[config.mk]
export PLATFORM = sky130hd
export DESIGN_NAME = video_xy_counter
export DESIGN_NICKNAME = d
export VERILOG_FILES = /design/src/rtl/video_xy_counter.sv
export SDC_FILE = /design/constraint.sdc
export NUM_CORES = 1
export LEC_CHECK = 0
export BUFFER_PORTS_ARGS = -buffer_cell sky130_fd_sc_hd__buf_4
export CORE_ASPECT_RATIO = 2
export CORE_MARGIN = 4
export CORE_UTILIZATION = 50
export DETAILED_ROUTE_END_ITERATION = 7
export GPL_TIMING_DRIVEN = 0
export PLACE_DENSITY = 0.82
export SLEW_MARGIN = 20
export SYNTH_ARGS = -nofsm -noshare
export SYNTH_HDL_FRONTEND = slang
export SYNTH_SLANG_ARGS = --single-unit
[constraint.sdc]
create_clock -name clk_i -period 3.1 [get_ports clk_i]
set_input_delay 0.155 -clock clk_i [delete_from_list [all_inputs] [get_ports clk_i]]
set_output_delay 0.155 -clock clk_i [all_outputs]
set_load 0.005 [all_outputs]
[src/rtl/video_xy_counter.sv]
// Pixel column/line tracker for the AXI-Stream video generator.
// Optional VIDEO_XY_COUNTER_FRAME_CNT_EN adds a 32-bit completed-frame counter.
module video_xy_counter #(
  parameter int X_WIDTH = 12,
  parameter int Y_WIDTH = 12
) (
  input  logic               clk_i,
  input  logic               rst_i,
  input  logic               start_i,
  input  logic               stop_i,
  input  logic               continuous_i,
  input  logic [X_WIDTH-1:0] width_i,
  input  logic [Y_WIDTH-1:0] height_i,
  input  logic               step_i,
  output logic [X_WIDTH-1:0] x_o,
  output logic [Y_WIDTH-1:0] y_o,
  output logic               sof_o,
  output logic               eol_o,
  output logic               eof_o,
  output logic               busy_o,
`ifdef VIDEO_XY_COUNTER_FRAME_CNT_EN
  output logic [31:0]        frame_cnt_o,
`endif
  output logic               cfg_err_o
);

  typedef enum logic {S_IDLE, S_RUN} state_e;

  state_e             state_q, state_d;
  logic [X_WIDTH-1:0] x_q, x_d;
  logic [X_WIDTH-1:0] width_q, width_d;
  logic [Y_WIDTH-1:0] y_q, y_d;
  logic [Y_WIDTH-1:0] height_q, height_d;
  logic               stop_pend_q, stop_pend_d;
  logic               cfg_err_q, cfg_err_d;
  logic               cfg_ok;
  logic               last_x;
  logic               last_y;

  assign cfg_ok = (|width_i) && (|height_i);
  assign last_x = x_q == width_q - X_WIDTH'(1);
  assign last_y = y_q == height_q - Y_WIDTH'(1);

  assign busy_o    = state_q == S_RUN;
  assign x_o       = x_q;
  assign y_o       = y_q;
  assign sof_o     = busy_o && (x_q == '0) && (y_q == '0);
  assign eol_o     = busy_o && last_x;
  assign eof_o     = eol_o && last_y;
  assign cfg_err_o = cfg_err_q;

  always_comb begin
    state_d     = state_q;
    x_d         = x_q;
    y_d         = y_q;
    width_d     = width_q;
    height_d    = height_q;
    stop_pend_d = stop_pend_q;
    cfg_err_d   = 1'b0;
    unique case (state_q)
      S_IDLE: begin
        if (start_i) begin
          if (cfg_ok) begin
            width_d  = width_i;
            height_d = height_i;
            x_d      = '0;
            y_d      = '0;
            state_d  = S_RUN;
          end else begin
            cfg_err_d = 1'b1;
          end
        end
      end
      S_RUN: begin
        if (stop_i) stop_pend_d = 1'b1;
        if (step_i) begin
          if (!last_x) begin
            x_d = x_q + X_WIDTH'(1);
          end else if (!last_y) begin
            x_d = '0;
            y_d = y_q + Y_WIDTH'(1);
          end else begin
            x_d = '0;
            y_d = '0;
            // A stop seen on the final beat still ends the stream here.
            if (continuous_i && !stop_pend_q && !stop_i) begin
              if (cfg_ok) begin
                width_d  = width_i;
                height_d = height_i;
              end else begin
                state_d     = S_IDLE;
                cfg_err_d   = 1'b1;
                stop_pend_d = 1'b0;
              end
            end else begin
              state_d     = S_IDLE;
              stop_pend_d = 1'b0;
            end
          end
        end
      end
      default: state_d = S_IDLE;
    endcase
  end

`ifdef VIDEO_XY_COUNTER_FRAME_CNT_EN
  logic [31:0] frame_cnt_q, frame_cnt_d;

  assign frame_cnt_o = frame_cnt_q;

  always_comb begin
    frame_cnt_d = frame_cnt_q;
    if (step_i && eof_o) frame_cnt_d = frame_cnt_q + 32'd1;
  end

  always_ff @(posedge clk_i) begin
    if (rst_i) frame_cnt_q <= '0;
    else       frame_cnt_q <= frame_cnt_d;
  end
`endif

  always_ff @(posedge clk_i) begin
    if (rst_i) begin
      state_q     <= S_IDLE;
      x_q         <= '0;
      y_q         <= '0;
      width_q     <= '0;
      height_q    <= '0;
      stop_pend_q <= 1'b0;
      cfg_err_q   <= 1'b0;
    end else begin
      state_q     <= state_d;
      x_q         <= x_d;
      y_q         <= y_d;
      width_q     <= width_d;
      height_q    <= height_d;
      stop_pend_q <= stop_pend_d;
      cfg_err_q   <= cfg_err_d;
    end
  end

endmodule

# Yosys cells after proc, flatten, opt, wreduce, memory -nomap -nowiden
# Cells that the tools add are included.
# W data, S select, Z words.
# classes
n_addsub	4
shifts	0
n_reduce_logical	16
n_eq_ne	8
muxes	43
div	0
multipliers	0
bitwise	1
order_cmp	0
# op_table
cell	n
$mux W12	19
$pmux W12 S2	4
$add A12 B1 Y12 const B	2
$eq A12 B12 Y1	2
$logic_not A12 Y1	2
$reduce_or A12 Y1	2
$sub A12 B1 Y12 const B	2
$mux W1	18
$logic_and A1 B1 Y1	7
$ne A2 B1 Y1 const B	3
$ne A2 B2 Y1 const B	3
$reduce_and A5 Y1	1
$pmux W1 S2	2
$reduce_and A4 Y1	1
$reduce_and A3 Y1	1
$logic_not A1 Y1	2
$not A1 Y1	1
# word_totals
ff_bits	51
output_inout_bits	29
mem_bits_ro	0
ram_bits	0
latch_bits	0
mem_count	0
in_bits	30
wordCells	79

# Longest topological paths before layout
# logic_depth
depth_word	8
ltp_mapped	10
depth_no_buf	9

# Worst setup path before layout
# No wires, ideal clock.
# synth_path
path_type	reg-to-reg
from	register height_q[0]
to	register height_q[0]
required_time_ns	3.028
path_slack_ns	0.266
arrival_ns	2.762
path_buffers	1
period_less_slack_ns	2.834
setup_time_ns	0.072
stages_incl_launch_ff	11
cell_sequence	dfxtp_1 > inv_1 > ha_1 > or4b_4 > or4_1 > o32a_1 > nand2_1 > nand3_2 > o31ai_4 > buf_8 > mux2i_1
# synth_via
elab_chain_len	6
word_cells_on_any_way	11
classes_between	add/sub (1); eq/ne (2); mux (7); reduce/logical (1)
# synth_rtl
item	line	text
start: declaration	33	logic [Y_WIDTH-1:0] height_q, height_d;
start signal: assignment	136	height_q <= height_d;
branches (longest 6 deep; another with $sub A12 B1 Y12)	n/a	
# Parallel ways; which one is timed is not known. The select of a mux whose other input is x is not followed.
# A chain may end at the register's enable or synchronous reset.

# Final worst setup path
# layout_path
from	register width_q[0]
to	output port eof_o
# layout_via
elab_chain_len	4
# layout_rtl
item	line	text
start: declaration	31	logic [X_WIDTH-1:0] width_q, width_d;
start signal: assignment	135	width_q <= width_d;
$sub A12 B1 Y12	41	assign last_x = x_q == width_q - X_WIDTH'(1);
$eq A12 B12 Y1	41	
$logic_and A1 B1 Y1	48	assign eol_o = busy_o && last_x;
$logic_and A1 B1 Y1	49	assign eof_o = eol_o && last_y;
end: declaration	19	output logic eof_o,
# No other way between the ends.

==> results.py <==
metrics = {
    "status": {
        "outcome": "completed",
    },
    "pwr": {
        "p_leak_uw": 0.00165,
        "p_per_area_nw_per_um2": 406,
        "power.net_switching_uw": 516,
        "ir_worst_vdd_mv": 0.328,
        "pwr-share-clk_pct": 34.2,
        "swShare_pct": 29.8,
        "p_int_uw": 1220,
        "p_comb_share_pct": 24.0,
        "p_seq_share_pct": 41.7,
    },
    "timing": {
        "fmax_mhz": 331,
        "final.setup_skew_ns": 0.00484,
        "finalHoldViolations": 0,
        "max-slew-margin-rel_pct": 46.2,
        "setup_tns_ns": 0,
        "drv_slew": 0,
        "period_share_pct": 97.4,
        "timing.hold.ws_ns": 0.119,
        "setup_viol": 0,
        "finalWorstPathRequiredPeriod_ns": 3.02,
        "worst_pin_slew_ns": 0.807,
    },
    "global_route": {
        "gr-usage-all-layers_pct": 25.7,
        "use_met1_pct": 25.4,
        "met2_usage_pct": 46.2,
        "top_usage_layer": "met2",
        "antenna_found_initial": 0,
        "grt_start_max_net_pins": 15,
        "grt_overflow": 0,
        "grt_pass1_wl_mm": 16.9,
        "grt_pass1_vias": 3534,
        "use_met3_pct": 3.57,
    },
    "final_layout": {
        "drive_gt1_share_pct": 21.1,
        "fillCellCount": 627,
        "multiInputGateArea_um2": 2280,
        "seqCellArea_um2": 1020,
        "antenna_cells": 0,
        "nets": 538,
        "area_delta_synth_final_pct": 22.7,
    },
    "routing": {
        "drcViolationCount": 0,
        "via_per_inst": 6.04,
        "route.vias.total": 3568,
        "drtAntennaViolNets": 0,
        "drt_first_pass_iters": 6,
        "detail_route.wl_per_cell_um": 17.8,
        "drtIter0Drc": 354,
        "drt-total-wl_mm": 10.5,
    },
    "setup_path": {
        "path_cells": "inv_1 > ha_1 > and2_1 > o21a_1 > o31ai_2 > nand3_1 > or4_4 > nor3_1 > buf_4",
        "crit_path_start": "width_q[0]$_SDFFE_PP0P_",
        "start_kind": "flip-flop",
        "arrival_ns": 2.86,
        "cp_slowest_cell": "or4_4",
        "crit_required_ns": 2.94,
        "ff2ff_setup_slack_ns": 0.16,
        "slowest_delay_ns": 0.58,
        "r2r_start": "width_q[0]$_SDFFE_PP0P_",
        "path_max_fanout": 5,
        "critPathCaptureType": "primary output",
        "critPathKind": "flip-flop to primary output",
        "r2r_cells": 11,
        "r2r-end": "width_q[5]$_SDFFE_PP0P_",
    },
    "clocking": {
        "cts.sinks": 51,
        "clock_latency_ns": 0.30,
        "clock-root-buffer": "clkbuf_16",
        "cts_buffers": 5,
        "htree_levels": 2,
        "cts_hold_buf": 0,
        "cts.path.max_buffers": 2,
        "cts_tree": "done",
        "cts.clk_slew.worst_paths_ns": 0.07,
    },
    "placed_design": {
        "portBuffers": 58,
        "place.gp.congestion": 0.946,
        "dp_hpwl_mm": 8.09,
    },
    "synthesis": {
        "synth_area_um2": 3480,
        "syn-num-nets": 468,
        "ys_ff_latch": 51,
        "postSynthCellCount": 432,
        "ys_types": 66,
        "synth.avg_cell_area_um2": 8.06,
        "synthArstFlopShare_pct": 0,
        "synth-seq-area-share_pct": 29.3,
        "ys_warn_count": 0,
        "synth_ff_type": "dfxtp_1",
        "synth-edff-count": 0,
    },
    "hold_path": {
        "hold_end": "height_q[2]$_SDFFE_PP0P_",
        "holdCritPathClass": "input pin to flip-flop",
        "holdCritStartpoint": "height_i[2]",
        "whs_path_depth": 3,
    },
    "floorplan": {
        "dieArea_um2": 8450,
        "fp.dieW_um": 67.0,
        "start_util_pct": 51.8,
        "die_h_um": 126,
        "core.rowCount": 42,
        "io_pins": 59,
        "coreArea_um2": 6730,
    },
    "job": {
        "maxCapViolCount": 0,
    },
}
==> through the flow <==
stage	worst slack, ns	cells	power, µW	utilization (%)	instance area [µm²]
finish	0.0805	591	1730	63.5	4270
global route	-0.0153	591	1800	63.5	4270
CTS	0.0286	589	1710	62.7	4220
detailed placement	-0.116	578	1130	59.9	4030
global placement	-0.114	578	1120	59.9	4030
floorplan	0.266	432	1010	-	3480
==> cell usage after synthesis (6+ instances only) <==
cell type / n / area, µm²
o211ai_1: 7 / 52.6
nor3_1: 29 / 145
nor4_1: 15 / 93.8
xnor2_1: 20 / 175
dfxtp_1: 51 / 1020
o21ai_0: 10 / 50.1
nand2_1: 67 / 251
or4_1: 9 / 67.6
xor2_1: 15 / 131
nor2_1: 19 / 71.3
clkbuf_1: 16 / 60.1
ha_1: 6 / 75.1
inv_1: 19 / 71.3
nand3_1: 17 / 85.1
a21oi_1: 13 / 65.1
nand4_1: 7 / 43.8
nor2b_1: 7 / 43.8
mux2i_1: 25 / 250
==> logic make-up (layout without fill, tap and decap cells) <==
group | after synthesis | count (layout) | share of synthesized area [%]
buf+inv | 42 | 113 | 6.43
mux | 25 | 25 | 7.18
fa+ha+maj | 6 | 6 | 2.16
xor+xnor | 35 | 35 | 8.80
flops | 51 | 51 | 29.3
simple gates | 202 | 202 | 30.7
compound gates | 71 | 71 | 15.4
==> worst max-delay path: cells and delay by family (launching register included) <==
family	cells	cell delay (ns)
and+or+nand+nor	4	1.14
adders and majority gates	1	0.26
buffers and inverters	2	0.21
AOI/OAI and AO/OA	2	0.50
DFF	1	0.45
==> power groups by stage <==
| stage | Combinational [µW] | Sequential (µW) | Clock, µW |
|---|---|---|---|
| floorplan | 286 | 723 | 0 |
| global placement | 380 | 735 | 0 |
| detailed placement | 389 | 736 | 0 |
| CTS | 399 | 721 | 592 |
| global route | 459 | 727 | 610 |
| finish | 417 | 723 | 593 |
==> layer usage <==
layer  wire length (µm)  share of wire, %
met5                  0                 0
met3                547               5.2
met2               5640                54
met1               3580                34
met4                734               7.0
==> cells in the final DEF, fill, tap and decap left out, types with 8 or more instances in the layout <==
cell type / n
xnor2_1: 20
nor2_1: 19
nand3_1: 16
mux2i_1: 25
dfxtp_1: 51
buf_4: 62
inv_1: 19
xor2_1: 15
nand2_1: 66
or4_1: 8
a21oi_1: 13
o21ai_0: 10
clkbuf_1: 16
nor3_1: 29
nor4_1: 14
==> cell type report <==
class	count	area share [%]
multi-input combinational	339	53.5
sequential	51	23.9
timing repair buffer	63	11.2
clock buffer	8	3.66
buffer	22	3.51
tap	88	2.58
inverter	20	1.76
==> flip-flops by register name, summed over array words and instances (netlist names) <==
| name | count |
|---|---|
| height_q | 12 |
| width_q | 12 |
| x_o | 12 |
| y_o | 12 |
| busy_o | 1 |
| cfg_err_o | 1 |
| stop_pend_q | 1 |
==> how the worst max path moves through the flow <==
| stage | end | depth (start not counted) | slack, ns |
|---|---|---|---|
| after floorplan | height_q[0]$_SDFFE_PP0P_ | 10 | 0.27 |
| after global placement | y_o[2]$_SDFFE_PP0P_ | 9 | -0.11 |
| after detailed placement | y_o[2]$_SDFFE_PP0P_ | 9 | -0.12 |
| after CTS | eof_o | 9 | 0.03 |
| after global routing | eof_o | 9 | -0.02 |
| final | eof_o | 9 | 0.08 |
==> repair_timing <==
action / 4_1_cts / 5_1_grt
pin swaps: 1 / 1
endpoints found under the setup margin: 27 / 30
resized for setup: 2 / 11
setup buffers: 3 / 2
No activity file was read; power rests on OpenSTA's default activity.
